<file path="config.mk">
export PLATFORM = sky130hd
export DESIGN_NAME = adder_pipe_flat
export DESIGN_NICKNAME = d
export VERILOG_FILES = /design/src/rtl/adder_pipe_if.sv /design/src/rtl/adder_pipe.sv /design/src/flat_wrapper.sv
export SDC_FILE = /design/constraint.sdc
export NUM_CORES = 1
export LEC_CHECK = 0
export ABC_AREA = 1
export CELL_PAD_IN_SITES_DETAIL_PLACEMENT = 0
export CELL_PAD_IN_SITES_GLOBAL_PLACEMENT = 1
export CORE_UTILIZATION = 44
export CTS_BUF_LIST = sky130_fd_sc_hd__clkbuf_4 sky130_fd_sc_hd__clkbuf_8
export CTS_CLUSTER_SIZE = 12
export DETAILED_ROUTE_END_ITERATION = 6
export GPL_ROUTABILITY_DRIVEN = 0
export PLACE_DENSITY_LB_ADDON = 0.12
export SETUP_SLACK_MARGIN = 0.02
export SYNTH_ARGS = -nofsm -noshare
export SYNTH_HDL_FRONTEND = slang
export SYNTH_SLANG_ARGS = --single-unit
export TNS_END_PERCENT = 10
</file>
<file path="constraint.sdc">
create_clock -name clk -period 5.9 [get_ports clk]
set_clock_uncertainty 0.05 [all_clocks]
set_input_delay 1.18 -clock clk [delete_from_list [all_inputs] [get_ports clk]]
set_output_delay 1.18 -clock clk [all_outputs]
set_load 0.02 [all_outputs]
</file>
<file path="src/rtl/adder_pipe_if.sv">
// Operand/result handshake bundle for adder_pipe.
// The master side is the operand source and the result consumer; the slave side is the adder.
interface adder_pipe_if #(
    parameter int WIDTH = 8
) ();
    logic             in_valid;
    logic             in_ready;
    logic [WIDTH-1:0] a;
    logic [WIDTH-1:0] b;
    logic             cin;
    logic             op;
    logic             out_valid;
    logic             out_ready;
    logic [WIDTH-1:0] sum;
    logic             cout;
    logic             ovf;
    logic             zero;

    modport master (
        output in_valid, a, b, cin, op, out_ready,
        input  in_ready, out_valid, sum, cout, ovf, zero
    );

    modport slave (
        input  in_valid, a, b, cin, op, out_ready,
        output in_ready, out_valid, sum, cout, ovf, zero
    );
endinterface

</file>
<file path="src/rtl/adder_pipe.sv">
// Pipelined WIDTH-bit add/subtract unit built from CHUNK-bit ripple slices.
// The operand register is followed by one register per slice; the last slice loads the output flags.
module adder_pipe #(
    parameter int WIDTH = 8,
    parameter int CHUNK = 4
) (
    input  logic        clk,
    input  logic        rst_n,
    input  logic        ena,
    adder_pipe_if.slave io
);
    localparam int STAGES = WIDTH / CHUNK;

    // Register p feeds slice p: operands skew forward, finished sum chunks deskew forward.
    logic [STAGES-1:0] vld_q, vld_d;
    logic [STAGES-1:0] cry_q, cry_d;
    logic [WIDTH-1:0]  opa_q  [STAGES];
    logic [WIDTH-1:0]  opa_d  [STAGES];
    logic [WIDTH-1:0]  opb_q  [STAGES];
    logic [WIDTH-1:0]  opb_d  [STAGES];
    logic [WIDTH-1:0]  psum_q [STAGES];
    logic [WIDTH-1:0]  psum_d [STAGES];

    logic             out_valid_q, out_valid_d;
    logic [WIDTH-1:0] sum_q, sum_d;
    logic             cout_q, cout_d;
    logic             ovf_q, ovf_d;
    logic             zero_q, zero_d;

    logic             stall;
    logic             advance;
    logic [CHUNK:0]   fin_add;
    logic [WIDTH-1:0] fin_sum;
    logic             fin_msb_cin;

    function automatic logic [CHUNK:0] add_chunk(input logic [CHUNK-1:0] x,
                                                 input logic [CHUNK-1:0] y,
                                                 input logic             c);
        return {1'b0, x} + {1'b0, y} + {{CHUNK{1'b0}}, c};
    endfunction

    assign stall   = out_valid_q & ~io.out_ready;
    assign advance = ena & ~stall;

    assign fin_add = add_chunk(opa_q[STAGES-1][WIDTH-1 -: CHUNK],
                               opb_q[STAGES-1][WIDTH-1 -: CHUNK],
                               cry_q[STAGES-1]);

    // Carry into the MSB is recovered from the MSB sum bit and its two operand bits.
    always_comb begin
        fin_sum                    = psum_q[STAGES-1];
        fin_sum[WIDTH-1 -: CHUNK]  = fin_add[CHUNK-1:0];
        fin_msb_cin                = fin_sum[WIDTH-1] ^ opa_q[STAGES-1][WIDTH-1]
                                     ^ opb_q[STAGES-1][WIDTH-1];
    end

    always_comb begin
        logic [CHUNK:0] mid_add;
        mid_add     = '0;
        vld_d       = vld_q;
        cry_d       = cry_q;
        opa_d       = opa_q;
        opb_d       = opb_q;
        psum_d      = psum_q;
        out_valid_d = out_valid_q;
        sum_d       = sum_q;
        cout_d      = cout_q;
        ovf_d       = ovf_q;
        zero_d      = zero_q;

        if (advance) begin
            vld_d[0]  = io.in_valid;
            opa_d[0]  = io.a;
            opb_d[0]  = io.op ? ~io.b : io.b;
            cry_d[0]  = io.op | io.cin;
            psum_d[0] = '0;

            for (int s = 0; s < STAGES - 1; s++) begin
                mid_add                         = add_chunk(opa_q[s][s*CHUNK +: CHUNK],
                                                            opb_q[s][s*CHUNK +: CHUNK],
                                                            cry_q[s]);
                vld_d[s+1]                      = vld_q[s];
                opa_d[s+1]                      = opa_q[s];
                opb_d[s+1]                      = opb_q[s];
                cry_d[s+1]                      = mid_add[CHUNK];
                psum_d[s+1]                     = psum_q[s];
                psum_d[s+1][s*CHUNK +: CHUNK]   = mid_add[CHUNK-1:0];
            end

            out_valid_d = vld_q[STAGES-1];
            if (vld_q[STAGES-1]) begin
                sum_d  = fin_sum;
                cout_d = fin_add[CHUNK];
                ovf_d  = fin_add[CHUNK] ^ fin_msb_cin;
                zero_d = ~|fin_sum;
            end
        end
    end

    always_ff @(posedge clk or negedge rst_n) begin
        if (!rst_n) begin
            vld_q <= '0;
            cry_q <= '0;
            for (int s = 0; s < STAGES; s++) begin
                opa_q[s]  <= '0;
                opb_q[s]  <= '0;
                psum_q[s] <= '0;
            end
            out_valid_q <= 1'b0;
            sum_q       <= '0;
            cout_q      <= 1'b0;
            ovf_q       <= 1'b0;
            zero_q      <= 1'b0;
        end else begin
            vld_q       <= vld_d;
            cry_q       <= cry_d;
            opa_q       <= opa_d;
            opb_q       <= opb_d;
            psum_q      <= psum_d;
            out_valid_q <= out_valid_d;
            sum_q       <= sum_d;
            cout_q      <= cout_d;
            ovf_q       <= ovf_d;
            zero_q      <= zero_d;
        end
    end

    assign io.in_ready  = ~stall;
    assign io.out_valid = out_valid_q;
    assign io.sum       = sum_q;
    assign io.cout      = cout_q;
    assign io.ovf       = ovf_q;
    assign io.zero      = zero_q;
endmodule

</file>
<file path="src/flat_wrapper.sv">
// flat-port wrapper written by rule: the top's interface ports become plain ports
module adder_pipe_flat 
#(
    parameter int WIDTH = 8,
    parameter int CHUNK = 4
)
  (clk, rst_n, ena, io_in_valid, io_a, io_b, io_cin, io_op, io_out_ready, io_in_ready, io_out_valid, io_sum, io_cout, io_ovf, io_zero);
  adder_pipe_if #(.WIDTH(WIDTH)) io_i ();
  input  logic clk;
  input  logic rst_n;
  input  logic ena;
  input wire logic [$bits(io_i.in_valid)-1:0] io_in_valid;
  input wire logic [$bits(io_i.a)-1:0] io_a;
  input wire logic [$bits(io_i.b)-1:0] io_b;
  input wire logic [$bits(io_i.cin)-1:0] io_cin;
  input wire logic [$bits(io_i.op)-1:0] io_op;
  input wire logic [$bits(io_i.out_ready)-1:0] io_out_ready;
  output wire logic [$bits(io_i.in_ready)-1:0] io_in_ready;
  output wire logic [$bits(io_i.out_valid)-1:0] io_out_valid;
  output wire logic [$bits(io_i.sum)-1:0] io_sum;
  output wire logic [$bits(io_i.cout)-1:0] io_cout;
  output wire logic [$bits(io_i.ovf)-1:0] io_ovf;
  output wire logic [$bits(io_i.zero)-1:0] io_zero;
  assign io_i.in_valid = io_in_valid;
  assign io_i.a = io_a;
  assign io_i.b = io_b;
  assign io_i.cin = io_cin;
  assign io_i.op = io_op;
  assign io_i.out_ready = io_out_ready;
  assign io_in_ready = io_i.in_ready;
  assign io_out_valid = io_i.out_valid;
  assign io_sum = io_i.sum;
  assign io_cout = io_i.cout;
  assign io_ovf = io_i.ovf;
  assign io_zero = io_i.zero;
  adder_pipe #(.WIDTH(WIDTH), .CHUNK(CHUNK)) u_core (.clk(clk), .rst_n(rst_n), .ena(ena), .io(io_i));
endmodule
</file>
==> impl_results.md, run 1 <==
- Total Routing Usage GR: 16.16%
- Syn. warnings: 0
- Failing checks: DRC
- # DRC: 6
- Syn nets: 268
- Fin crit share: 60.74%
- Antenna fix cells: 0
- CP max FO: 2
- Clk Latency, worst-skew pair: 0.30 ns
- Synth area leaders: dfrtp_1 (53%), nand2_1 (16%), o21ai_0 (5.0%)
- Combinational fraction of design power: 37.7%
- I/O pins: 36
- CTS tree: yes
- DR vias/cell: 4.727
- Vias: 1522
- Sequential area share after synthesis: 52.54%
- Routed len/inst: 10.61 um
- Fmax: 279.1 MHz
- Max IR drop VDD: 0.0001556 V
- CTS H-Tree Depth: 2
- Die Width: 71.02 um
- Critical path class: in2out
- Core ar.: 4474 um2
- Crit end category: output pin
- Cell Rows: 24
- Clock Pin Slew Worst Setup and Hold Paths: 0.08 ns
- Period minus WS final: 3.583 ns
- Final worst setup slack: 2.317 ns
- Postcts setup bufs: 0
- PD cells: 406.8 nW/um2
- Relative slew margins: 36.81%
- Hold_sp: u_core.io.sum[5]
- Fin. max-slew vios: 0
- Worst min path class: reg2reg
- Sequential share of power: 43.5%
- M1 GR Usage: 20.99%
- Syn Std Cell Area: 2096 um2
- Avg Cell Area, Syn: 8.918 um2
- P_int: 0.0006607 W
- Grt met3 use: 5.271%
- Iter 0 DRT Violations: 67
- Detailed Place HPWL: 2380 um
- Pin count of the biggest net entering global routing: 45
- Worst Setup SP: io_out_ready
- Number of synthesized flops with an enable pin: 0
- Commonest cells after routing, fill and taps aside: nand2_1 (91), dfrtp_1 (44), clkdlybuf4s50_1 (34), inv_1 (21), o21ai_0 (21)
- Switch share: 35.84%
- GR peak layer: met2
- Outcome: finished, violations left
- 1st-pass router iterations: 7
- Leak pwr: 1.272 nW
- Vias in the first global route: 1395
- Type of origin of the critical path: primary input
- Post-synth top area share: 52.54%
- Setup violations, final: 0
- Total clock buffers created by CTS: 5
- Final core occ: 56.57%
- Asr flop ratio synth: 100.0%
- Post-CTS Hold Buffers: 0
- Post-CTS sizing: 0
- Switching power: 0.0003690 W
- Routed Antenna Nets: 0
- Syn Inst Count: 235
- TNS Setup: 0 ns
- RSZ-0062 raised after global routing: false
- Area Growth Syn to Fin: 20.78%
- GR Util met2: 25.11%
- Hold Violations, Final: 0
- Place WS: 2.317 ns
- Critical path required time: 4.67 ns
- Commonest non-fill, non-tap cell in the layout: nand2_1
- Post-synth cell types: 20
- Reg-to-reg startpoint: u_core.io.out_valid
- Ys flop type: dfrtp_1
- Area of the die: 5043 um2
- Grt total ovfl: 0
- Clk sinks: 44
- Synth area leader: dfrtp_1
- Total routed wirelength: 3417 um
- Max-cap viol count: 0
- Die Y: 71.02 um
- Initial antenna violation count: 0
- Clock Path Buffers: 2
- Fin nets: 302
- Clock root cell: clkbuf_8
- Clock power frac: 18.8%
- Slew @ Worst Pin: 0.9478 ns
- Starting density of the core: 46.84%
- First-pass GRT wire length: 6244 um
- Port Buffers: 35
- Yosys reg bits: 44
- Share of cells above drive strength 1: 4.815%
- Crit path DAT: 2.35 ns
synth_stat cells, drive strengths merged, types with 2 or more instances:
library cell and n:
nor2 6, inv 22, ha 6, o21ai 22
nor3 2, nand2 92, buf 8, nand3 12
dfrtp 44, a21oi 6, fa 4, xnor2 8
metrics by stage:
| step | hold slack, ns | cells | area, um2 | total power (W) |
|---|---|---|---|---|
| final | 0.4304 | 322 | 2531 | 0.001030 |
| after floorplan | 0.3922 | 235 | 2096 | 0.0007114 |
| after detailed placement | 0.4135 | 314 | 2439 | 0.0008488 |
| after CTS | 0.4334 | 322 | 2531 | 0.001046 |
| after global routing | 0.4509 | 322 | 2531 | 0.001125 |
| after global placement | 0.4060 | 314 | 2439 | 0.0008421 |
final timing paths:
check,endpoint,slack (ns),cells past startpoint
hold / removal,u_core.io.sum[5],0.43,2
max in group asynchronous,u_core.opb_q[14],4.23,1
setup reg to reg,u_core.cry_q[1],3.83,4
min in group asynchronous,u_core.io.sum[2],0.97,1
setup / recovery,io_in_ready,2.32,4
hold reg to reg,u_core.io.sum[5],0.43,2
logic make-up (layout without fill, tap and decap cells):
kind of cell,after synthesis,in the layout,synth area share (%)
flip-flops,44,44,52.54
XOR/XNOR,9,9,3.761
AND/OR/NAND/NOR,113,113,21.55
buffers and inverters,30,65,7.164
AO/OA/AOI/OAI,29,29,7.582
adder cells (fa/ha/maj),10,10,7.403
state kept, by name, summed over array words and instances, names as in the netlist:
| register | count |
|---|---|
| u_core.vld_q | 2 |
| u_core.opa_q | 12 |
| u_core.io.ovf | 1 |
| u_core.opb_q | 12 |
| u_core.cry_q | 2 |
| u_core.io.zero | 1 |
| u_core.io.out_valid | 1 |
| u_core.fin_sum | 4 |
| u_core.io.cout | 1 |
| u_core.io.sum | 8 |
per-layer routing:
layer  routed length, um  vias to the layer above
li1                    -                      800
met1                1718                      686
met2                1522                       34
met3                 149                        2
met4                  26                        0
met5                   0                        -
cell type report:
cell class,count,area [um2]
sequential,44,1101
inverter,22,82.58
tap,52,65.06
clock inverter,2,10.01
fill,444,1943
clock buffer,6,82.58
multi-input combinational,161,844.6
timing repair buffer,35,345.3
power by group through the flow:
| stage | Combinational [W] | Clock, W | Sequential (W) |
|---|---|---|---|
| after global placement | 0.000389 | 0 | 0.000453 |
| after CTS | 0.000395 | 0.000201 | 0.000449 |
| after detailed placement | 0.000394 | 0 | 0.000455 |
| final | 0.000388 | 0.000194 | 0.000448 |
| after floorplan | 0.000220 | 0 | 0.000492 |
| after global routing | 0.000448 | 0.000215 | 0.000463 |
worst max-delay path: stages:
cell	delay, ns
clkdlybuf4s50_1	0.46
inv_1	0.07
nand2_1	0.06
clkdlybuf4s50_1	0.59
Power figures use the tool's default switching activity.
==> inputs of run 2 (changes only) <==
--- a/config.mk
+++ b/config.mk
@@ -8,7 +8,7 @@
 export ABC_AREA = 1
 export CELL_PAD_IN_SITES_DETAIL_PLACEMENT = 0
 export CELL_PAD_IN_SITES_GLOBAL_PLACEMENT = 1
-export CORE_UTILIZATION = 44
+export CORE_UTILIZATION = 37
 export CTS_BUF_LIST = sky130_fd_sc_hd__clkbuf_4 sky130_fd_sc_hd__clkbuf_8
 export CTS_CLUSTER_SIZE = 12
 export DETAILED_ROUTE_END_ITERATION = 6
==> constraint.sdc (replaced) <==
create_clock -name clk -period 3 [get_ports clk]
set_clock_uncertainty 0.05 [all_clocks]
set_input_delay 0.6 -clock clk [delete_from_list [all_inputs] [get_ports clk]]
set_output_delay 0.6 -clock clk [all_outputs]
set_load 0.02 [all_outputs]
==> impl_results.md, run 2 (synthesis results as in run 1) <==
- Period minus WS final: 2.421 ns
- Antenna fix cells: 0 (unchanged)
- Setup violations, final: 0 (unchanged)
- Routed len/inst: 10.82 um (+1.9%)
- Hold Violations, Final: 0 (unchanged)
- Fillers: 565 (+27%)
- Sequential share of power: 43.9% (+0.4 points)
- Port Buffers: 35 (unchanged)
- Pin count of the biggest net entering global routing: 45 (unchanged)
- Routed Antenna Nets: 0 (unchanged)
- Detailed Place HPWL: 2549 um (+7.1%)
- Switch share: 36.66% (+0.83 points)
- Top cell by count, worst path: clkdlybuf4s50_1
- First-pass GRT wire length: 6768 um (+8.4%)
- Post-CTS sizing: 0 (unchanged)
- Fin nets: 303 (+0.33%)
- PD cells: 789.9 nW/um2 (+94%)
- CP peak stage delay: 0.59 ns (about the same)
- Max IR drop VDD: 0.0002524 V (+62%)
- Crit path DAT: 1.77 ns (-0.58 ns)
- RSZ-0062 raised after global routing: false
- Core ar.: 5473 um2 (+22%)
- Clk sinks: 44 (unchanged)
- Metal3 WL: 164 um (+10%)
- TNS Setup: 0 ns (unchanged)
- P_int: 0.001277 W (+93%)
- Crit path buf inv count: 3 (unchanged)
- Share of cells above drive strength 1: 4.815% (unchanged)
- Leak pwr: 1.266 nW (-0.48%)
- DR vias/cell: 4.453 (-5.8%)
- Register area: 1101 um2 (unchanged)
- Critical path required time: 2.35 ns (-2.32 ns)
- Total clock buffers created by CTS: 5 (unchanged)
- Hold_ws: 0.3970 ns (-0.03343 ns)
- Worst min path class: in2async
- CP max FO: 2 (unchanged)
- Outcome: complete, no violations
- Area Growth Syn to Fin: 21.79%
- CTS tree: yes
- 1st-pass router iterations: 4 (-3)
- Vias in the first global route: 1487 (+6.6%)
- Fin. max-slew vios: 0 (unchanged)
- Total Routing Usage GR: 14.40% (-1.8 points)
- Footprint of the multi-input gates: 844.6 um2 (unchanged)
- Crit end category: output pin
- Metal1 wirelength: 1824 um (+6.2%)
- Die Width: 77.26 um (+8.8%)
- Post-CTS Hold Buffers: 0 (unchanged)
- Clock root cell: clkbuf_8
- Slew @ Worst Pin: 0.9740 ns (+0.02617 ns)
- CP top delay family: buffers and inverters
- Clock Pin Slew Worst Setup and Hold Paths: 0.08 ns (about the same)
- Highest metal used: met4
- Reg-to-reg startpoint: u_core.opb_q[4]
- Relative slew margins: 35.07% (-1.7 points)
- Fin crit share: 80.71%
- Postcts setup bufs: 0 (unchanged)
- Grt total ovfl: 0 (unchanged)
- Iter 0 DRT Violations: 62 (-7.5%)
- Die Y: 77.26 um (+8.8%)
- Clock power frac: 17.8% (-1.0 points)
- Commonest non-fill, non-tap cell in the layout: nand2_1
- Initial antenna violation count: 0 (unchanged)
- Type of origin of the critical path: primary input
- Clock Path Buffers: 2 (unchanged)
- Vias: 1523 (+0.066%)
- Cell Rows: 27 (+13%)
- CP max stage cell: clkdlybuf4s50_1
- Combinational fraction of design power: 38.3% (+0.6 points)
- Total routed wirelength: 3699 um (+8.3%)
- Area of the die: 5969 um2 (+18%)
- Critical path class: in2out
- I/O pins: 36 (unchanged)
- # DRC: 0 (-6)
- Clk Latency, worst-skew pair: 0.30 ns (about the same)
- Met2 wire len: 1651 um (+8.5%)
- Crit-path cells: clkdlybuf4s50_1 > inv_1 > nand2_1 > clkdlybuf4s50_1
- CTS H-Tree Depth: 2 (unchanged)
- Fmax: 413.0 MHz
- Max-cap viol count: 0 (unchanged)
- Starting density of the core: 38.29% (-8.5 points)
- Commonest cells after routing, fill and taps aside: nand2_1 (91), dfrtp_1 (44), clkdlybuf4s50_1 (34), inv_1 (21), o21ai_0 (21)
- Switching power: 0.0007392 W (+100%)
- Worst Setup SP: io_out_ready
==> run 2: path summary, 6_finish.rpt <==
path / slack [ns] / endpoint / cells after the start
worst max-delay path: 0.58 / io_in_ready / 4
worst min-delay path: 0.40 / u_core.io.sum[2] / 1
worst max register to register: 1.01 / u_core.io.zero / 7
worst min register to register: 0.42 / u_core.opb_q[5] / 2
max in group asynchronous: 1.88 / u_core.io.cout / 1
min in group clk: 0.42 / u_core.opb_q[5] / 2
==> run 2: layout make-up <==
type / count / area share (%)
multi-input cells: 161 / 33.09
clock buffers: 5 / 2.696
clock inverters: 2 / 0.4902
repair buffers: 36 / 13.82
inverters: 22 / 3.235
flip-flops and latches: 44 / 43.14
well taps: 72 / 3.529
==> run 2: power by group through the flow <==
stage | clock network, W | logic (W) | registers [W]
6_report | 0.000358 | 0.000773 | 0.000885
5_1_grt | 0.000395 | 0.000889 | 0.000916
4_1_cts | 0.000370 | 0.000788 | 0.000888
3_5_place_dp | 0 | 0.000787 | 0.000899
3_3_place_gp | 0 | 0.000776 | 0.000894
2_1_floorplan | 0 | 0.000432 | 0.000967
==> run 2: per-stage QoR <==
| stage | std cells | util, % | area (um2) | power (W) | setup slack [ns] |
|---|---|---|---|---|---|
| after floorplan | 235 | - | 2096 | 0.001399 | 1.136 |
| after global placement | 335 | 45.15 | 2471 | 0.001670 | 0.5822 |
| after detailed placement | 335 | 45.15 | 2471 | 0.001686 | 0.5794 |
| after CTS | 342 | 46.64 | 2552 | 0.002046 | 0.5729 |
| after global routing | 342 | 46.64 | 2552 | 0.002200 | 0.5292 |
| final | 342 | 46.64 | 2552 | 0.002016 | 0.5787 |
==> run 2: metal layers <==
| layer | track usage (%) | up-vias |
|---|---|---|
| met4 | 5.660 | 0 |
| met2 | 23.01 | 35 |
| met3 | 4.286 | 6 |
| met5 | 0 | - |
| met1 | 18.17 | 685 |
| li1 | - | 797 |
==> run 2: worst register-to-register path, stage by stage, from the launching register on <==
cell and delay, ns:
dfrtp_1 0.41, fa_1 0.49, fa_1 0.47, nor2_1 0.12
nand3_1 0.07, nor3_1 0.14, nand2_1 0.07, o21ai_1 0.12
==> inputs of run 3 (changes only) <==
==> constraint.sdc (replaced) <==
create_clock -name clk -period 2.1 [get_ports clk]
set_clock_uncertainty 0.05 [all_clocks]
set_input_delay 0.42 -clock clk [delete_from_list [all_inputs] [get_ports clk]]
set_output_delay 0.42 -clock clk [all_outputs]
set_load 0.02 [all_outputs]
==> impl_results.md, run 3 (synthesis results as in run 1) <==
- Outcome: complete, no violations
- Leak pwr: 1.317 nW (+4.1%)
- Clock root cell: clkbuf_8
- CP max FO: 2 (unchanged)
- Core ar.: 5473 um2 (unchanged)
- Switch share: 34.63% (-2.0 points)
- Total routed wirelength: 3600 um (-2.7%)
- TNS Setup: 0 ns (unchanged)
- Top cell by count, worst path: clkdlybuf4s50_1
- Commonest cells after routing, fill and taps aside: nand2_1 (91), dfrtp_1 (44), clkdlybuf4s50_1 (34), inv_1 (21), o21ai_0 (21)
- Area Growth Syn to Fin: 26.69%
- Starting density of the core: 38.29% (unchanged)
- CTS H-Tree Depth: 2 (unchanged)
- Max IR drop VDD: 0.0003992 V (+58%)
- Vias in the first global route: 1496 (+0.61%)
- Slew @ Worst Pin: 0.4287 ns (-0.5453 ns)
- Vias: 1503 (-1.3%)
- Critical path class: in2out
- Share of cells above drive strength 1: 7.246% (+2.4 points)
- Worst min path class: reg2reg
- Type of origin of the critical path: primary input
- Max-cap viol count: 0 (unchanged)
- Clk sinks: 44 (unchanged)
- Clock Path Buffers: 2 (unchanged)
- Switching power: 0.001053 W (+42%)
- Combinational fraction of design power: 37.1% (-1.2 points)
- Iter 0 DRT Violations: 59 (-4.8%)
- Hold Violations, Final: 0 (unchanged)
- RSZ-0062 raised after global routing: true
- Final worst setup slack: 0.06284 ns (-0.5158 ns)
- Clk Latency, worst-skew pair: 0.29 ns (about the same)
- CTS tree: yes
- CP max stage cell: clkdlybuf4s50_1
- Met2 wire len: 1532 um (-7.2%)
- Critical path required time: 1.63 ns (-0.72 ns)
- P_int: 0.001988 W (+56%)
- Pin count of the biggest net entering global routing: 30 (-33%)
- Setup violations, final: 0 (unchanged)
- Fin nets: 308 (+1.7%)
- Fillers: 568 (+0.53%)
- Metal3 WL: 143 um (-13%)
- Relative slew margins: 71.33% (+36 points)
- PD cells: 1146 nW/um2 (+45%)
- Crit-path cells: clkdlybuf4s50_1 > inv_1 > nand2_1 > clkdlybuf4s50_1
- Reg2reg path depth: 7 (unchanged)
- Path length in cells of the critical path: 4 (unchanged)
- 1st-pass router iterations: 4 (unchanged)
- Crit path DAT: 1.57 ns (-0.20 ns)
- Fin crit share: 97.01%
- Routed Antenna Nets: 0 (unchanged)
- Die Y: 77.26 um (unchanged)
- # DRC: 0 (unchanged)
- Grt total ovfl: 0 (unchanged)
- Crit end category: output pin
- Initial antenna violation count: 0 (unchanged)
- Cell Rows: 27 (unchanged)
- Crit path buf inv count: 3 (unchanged)
- Clock power frac: 21.2% (+3.4 points)
- Total Routing Usage GR: 14.29% (-0.11 points)
- Commonest non-fill, non-tap cell in the layout: nand2_1
- Die Width: 77.26 um (unchanged)
- CP peak stage delay: 0.59 ns (about the same)
- Detailed Place HPWL: 2617 um (+2.6%)
- First-pass GRT wire length: 6679 um (-1.3%)
- Period minus WS final: 2.037 ns
- DR vias/cell: 4.319 (-3.0%)
- Fmax: 490.9 MHz
- CP top delay family: buffers and inverters
- Area of the die: 5969 um2 (unchanged)
- Sequential share of power: 41.7% (-2.2 points)
- Routed len/inst: 10.34 um (-4.4%)
- Fin. max-slew vios: 0 (unchanged)
- Highest metal used: met4
- Total clock buffers created by CTS: 5 (unchanged)
- I/O pins: 36 (unchanged)
- Port Buffers: 35 (unchanged)
- Clock Pin Slew Worst Setup and Hold Paths: 0.08 ns (about the same)
- Place WS: 0.06522 ns (-0.5142 ns)
- Antenna fix cells: 0 (unchanged)
- WHS Path Cells: 2
- Metal1 wirelength: 1859 um (+1.9%)
==> run 3: cell types whose count changed in the layout (fill, tap and decap cells not counted), sizes merged <==
cell / delta
bufinv: +1
clkbuf: +1
dlygate4sd3: +1
clkinvlp: -1
buf: +4
==> run 3: tightest hold or removal path, stage by stage, from the launching register on <==
cell	delay (ns)
dfrtp_1	0.35
nand2_1	0.05
nand2_1	0.04
==> run 3: power groups by stage <==
stage	clock [W]	combinational, W	sequential (W)
after floorplan	0	0.000617	0.00138
after global placement	0	0.00114	0.00127
after detailed placement	0	0.00114	0.00128
after CTS	0.000675	0.00115	0.00127
after global routing	0.000708	0.00129	0.00131
final	0.000646	0.00113	0.00127
==> run 3: layout make-up <==
class / count / area [um2] / share of cell area (%)
multi-input cells: 161 / 852.1 / 32.09
inverters: 22 / 82.58 / 3.110
flip-flops and latches: 44 / 1101 / 41.47
clock buffers: 6 / 76.32 / 2.875
clock inverters: 2 / 35.03 / 1.320
well taps: 72 / 90.09 / 3.393
repair buffers: 41 / 417.9 / 15.74
==> run 3: final timing paths <==
check | start | endpoint | slack (ns)
max | io_out_ready | io_in_ready | 0.06
min | u_core.opb_q[13] | u_core.opb_q[5] | 0.43
max reg2reg | u_core.opb_q[4] | u_core.io.zero | 0.20
min reg2reg | u_core.opb_q[13] | u_core.opb_q[5] | 0.43
max in group asynchronous | rst_n | u_core.opa_q[5] | 0.99
min in group asynchronous | rst_n | u_core.io.sum[0] | 0.53
==> run 3: metrics by stage <==
stage          hold WS, ns  instances  cell area, um2  power, W  utilization (%)
4_1_cts             0.4280        348            2648  0.003088            48.38
6_report            0.4266        348            2655  0.003042            48.51
5_1_grt             0.4432        348            2655  0.003312            48.51
2_1_floorplan      0.07441        235            2096  0.001999                -
3_5_place_dp        0.3170        339            2526  0.002423            46.16
3_3_place_gp        0.3189        339            2526  0.002410            46.16
==> run 3: timing repair <==
action | CTS | global route
gates resized for setup | 0 | 2
hold endpoints to repair | 15 | 0
hold buffers | 1 | 0
setup buffers | 0 | 0
endpoints found under the setup margin | 0 | 3
==> run 3: routing by layer <==
layer / track usage [%] / vias up
met3: 4.048 / 7
met2: 21.86 / 33
li1: - / 810
met1: 18.78 / 653
met5: 0 / -
met4: 6.226 / 0
